### src/rtl/reg_load_arbiter.sv
// Round-robin arbiter that shares one load-enabled register between NREQ requesters.
// Issues at most one load every two cycles. Pointer-relative priority gives fair rotation.
//
// state | meaning
// IDLE  | waiting for an unlocked request; grant outputs low
// LOAD  | one-cycle grant: gnt/reg_ld/reg_d presented to the register
module reg_load_arbiter #(
  parameter int NREQ  = 4,
  parameter int WIDTH = 4,
  parameter int IDW   = 2
) (
  input  logic                    clk,
  input  logic                    rst_n,
  input  logic [NREQ-1:0]         req,
  input  logic [NREQ*WIDTH-1:0]   wdata,
  input  logic                    lock,
  output logic [NREQ-1:0]         gnt,
  output logic                    reg_ld,
  output logic [WIDTH-1:0]        reg_d,
  output logic                    busy,
  output logic [IDW-1:0]          last_id
);

  typedef enum logic {IDLE, LOAD} state_t;

  state_t               state, state_nxt;
  logic [IDW-1:0]       ptr, ptr_nxt, win, last_id_nxt;
  logic [NREQ-1:0]      gnt_nxt;
  logic [WIDTH-1:0]     reg_d_nxt;

  // First set request at or above p, wrapping; scanned high-to-low so the nearest one wins.
  function automatic logic [IDW-1:0] pick(input logic [NREQ-1:0] r, input logic [IDW-1:0] p);
    logic [IDW-1:0] w;
    logic [IDW-1:0] idx_w;
    int             idx;
    w = '0;
    for (int k = NREQ - 1; k >= 0; k--) begin
      idx   = (int'(p) + k) % NREQ;
      idx_w = idx[IDW-1:0];
      if (r[idx_w]) w = idx_w;
    end
    return w;
  endfunction

  always_comb win = pick(req, ptr);

  always_comb begin
    state_nxt   = state;
    ptr_nxt     = ptr;
    gnt_nxt     = '0;
    reg_d_nxt   = reg_d;
    last_id_nxt = last_id;
    if (state == IDLE) begin
      if (!lock && (|req)) begin
        state_nxt   = LOAD;
        gnt_nxt     = {{(NREQ-1){1'b0}}, 1'b1} << win;
        last_id_nxt = win;
        ptr_nxt     = (win == IDW'(NREQ - 1)) ? '0 : win + 1'b1;
        for (int i = 0; i < NREQ; i++) begin
          if (win == IDW'(i)) reg_d_nxt = wdata[i*WIDTH +: WIDTH];
        end
      end
    end else begin
      state_nxt = IDLE;
    end
  end

  always_ff @(posedge clk) begin
    if (!rst_n) begin
      state   <= IDLE;
      ptr     <= '0;
      gnt     <= '0;
      reg_d   <= '0;
      last_id <= '0;
    end else begin
      state   <= state_nxt;
      ptr     <= ptr_nxt;
      gnt     <= gnt_nxt;
      reg_d   <= reg_d_nxt;
      last_id <= last_id_nxt;
    end
  end

  assign reg_ld = |gnt;
  assign busy   = (state == LOAD);

endmodule

### config.mk
export PLATFORM = sky130hd
export DESIGN_NAME = reg_load_arbiter
export DESIGN_NICKNAME = d
export VERILOG_FILES = /design/src/rtl/reg_load_arbiter.sv
export SDC_FILE = /design/constraint.sdc
export NUM_CORES = 1
export LEC_CHECK = 0
export ABC_AREA = 0
export ABC_CLOCK_PERIOD_IN_PS = 3600
export CORE_MARGIN = 4
export CORE_UTILIZATION = 41
export DETAILED_ROUTE_END_ITERATION = 8
export PLACE_DENSITY = 0.83
export SYNTH_ARGS = -nofsm -noshare
export SYNTH_HDL_FRONTEND = slang
export SYNTH_SLANG_ARGS = --single-unit
export TNS_END_PERCENT = 1
### constraint.sdc
create_clock -name clk -period 3.6 [get_ports clk]
set_input_delay 0.72 -clock clk [delete_from_list [all_inputs] [get_ports clk]]
set_output_delay 0.72 -clock clk [all_outputs]
set_load 0.005 [all_outputs]
==> out/qor.txt <==
area leader, netlist - dfxtp_1
Simple-Gate Fraction of Synth Area - 0.178
most frequent cells after synthesis - 13 x dfxtp_1, 9 x mux2i_1, 9 x o21ai_0
I/O Pins - 35
Main synth FF type - dfxtp_1
Max Fclk - 394 MHz
Crit. End Element - flop
Final setup viols - 0
Crit path largest cell delay - 0.53 ns
DRC Markers - 0
Min-Delay Path Class - flop to flop
DR vias/cell - 5.15
maximum net fanout on the critical path - 5
Worst Skew - 0.00193 ns
compound-cell area share of the yosys netlist - 0.206
area delta synth->final - 56.3%
Arr. time, crit path - 2.67 ns
Layout Nets - 135
non-filler cells in the finished layout - 124
Syn Inst Count - 72
DR WL/cell - 12.1 um
Power Total - 373 uW
Initial Utilization - 0.442
Met1 Wirelength - 691 um
critical path launch point type - input pin
DIE WIDTH - 48.5 um
largest net degree at the start of global routing - 10
Net Count, Synth - 98
Synth area leaders - dfxtp_1 39%, mux2i_1 13%, o21ai_0 6.7%, ha_1 5.6%, o32ai_4 4.1%
multiplexer share of the synthesized area - 0.134
Critical Path, Cell by Cell - clkdlybuf4s50_1 -> nor2b_1 -> a21boi_4 -> o32ai_4 -> ha_1 -> mux2i_1 -> o21ai_0 -> mux2i_1 -> a21oi_1
drt initial violations - 11
CTS tree - yes
setup TNS - 0 ns
IO buf count - 34
Pins Over Slew Limit - 0
met2 WL - 663 um
gr usage total - 0.129
cell repeated most along the worst path - mux2i_1
cts hold-fix bufs - 0
CTS buffer count - 3
Synth cell types - 23
metal3 WL - 150 um
Static Leak - 0.398 nW
Cell Area, Synth - 673 um^2
count leader, synth - dfxtp_1
post-layout min period - 2.54 ns
Resized Gates After CTS - 0
First-pass DRT Iterations - 4
Die ar. - 2350 um^2
CTS sink cnt - 13
largest family of logic cells by synthesized area - compound AO/OA/AOI/OAI gates
Synth Area in Adders - 0.0558
layout cells sized above 1 - 0.0926
Ys Warns - 0
Post-Syn Area per Cell - 9.35 um^2
antenna violations before repair - 0
fin crit share - 0.705
Synth Register Bits - 13
Max Cap Viol - 0
Reg clk slew, reported paths - 0.08 ns
Core Util, Final - 0.690
peak supply drop - 0.212 mV
vias in the first global route - 623
RSZ-0062 raised after global routing - false
top sig layer - met3
die height - 48.5 um
Async SR Flop Fraction - 0
placed cells - 120
ant diodes - 0
Synth Area in XOR/XNOR - 0
routability cong. - 0.698
PD cells - 354 nW/um^2
Detailed Route WL - 1.51 mm
Tightest Pin Transition - 0.556 ns
worst rel slew slack - 0.627
deepest clock path buffer count - 2
Post-CTS Setup Inserts - 0
HPWL Detailed - 1.23 mm
Clock Latency Late Sink - 0.27 ns
first-pass GRT wire length - 2.57 mm
Core Area - 1520 um^2
Synth top area share - 0.387
Post-synth EDFFs - 0
root buf cell - clkbuf_4
Critical Setup Path Class - input pin to flop
DR vias - 638
Routed Antenna Nets - 0
Hold WS - 0.482 ns
status - finished, final reports clean
GRT overflow - 0
register area share after synthesis - 0.387
H-Tree Depth - 1
Rows - 14
Final Hold Viols - 0
Slowest cell on crit path - clkdlybuf4s50_1
WP data required - 3.73 ns
-- report_power, final --
group,internal [mW],switching [mW]
Combinational,0.0714,0.0495
Sequential,0.155,0.00870
Clock,0.0428,0.0450
Total,0.270,0.103
-- per-stage QoR --
step	setup WS, ns	area, um^2
after floorplan	1.33	673
after global placement	0.825	1030
after detailed placement	0.808	1030
after CTS	1.08	1050
after global routing	0.945	1050
final	1.06	1050
-- flip-flops by register name, indices dropped and copies added, names as in the netlist --
name and flops:
gnt 4, reg_d 4, last_id 2, ptr 2
busy 1
-- critical path: cells and delay by family --
kind	cells	cell delay [ns]
fa+ha+maj	1	0.34
simple gates	1	0.08
buf+inv	1	0.53
compound gates	4	0.65
mux	2	0.35
-- cell usage in the layout (no fill, tap or decap), types with 2 or more instances in the layout --
cell type        instances
o22ai_1                  2
clkdlybuf4s50_1         34
mux2i_1                  9
nor2b_1                  4
inv_1                    2
clkbuf_4                 3
o21ai_0                  9
nor3_1                   5
a21oi_1                  5
nand2_1                  7
dfxtp_1                 13
ha_1                     3
-- kinds of logic after synthesis --
group | after synthesis
multiplexers | 9
AO/OA/AOI/OAI | 19
adder cells (fa/ha/maj) | 3
AND/OR/NAND/NOR | 22
buffers and inverters | 6
flip-flops | 13
-- final timing paths --
path,endpoint,slack (ns),cells past startpoint,start
max,reg_d[3]$_SDFFE_PN0P_,1.06,9,req[1]
min,last_id[0]$_SDFFE_PN0P_,0.48,2,last_id[0]$_SDFFE_PN0P_
max reg2reg,reg_d[3]$_SDFFE_PN0P_,1.69,7,ptr[1]$_SDFFE_PN0P_
min reg2reg,last_id[0]$_SDFFE_PN0P_,0.48,2,last_id[0]$_SDFFE_PN0P_
-- final cells by class --
class                   instances  area (um^2)
repair buffers                 35          348
multi-input cells              53          387
flip-flops and latches         13          260
well taps                      16         20.0
inverters                       3         11.3
clock buffers                   4         26.3
fillers                       131          472
-- per-layer routing --
metal / global-route usage / vias up
li1: - / 327
met1: 0.164 / 279
met2: 0.202 / 32
met3: 0.0429 / 0
met4: 0.0404 / 0
met5: 0 / -
Power figures use the tool's default switching activity.
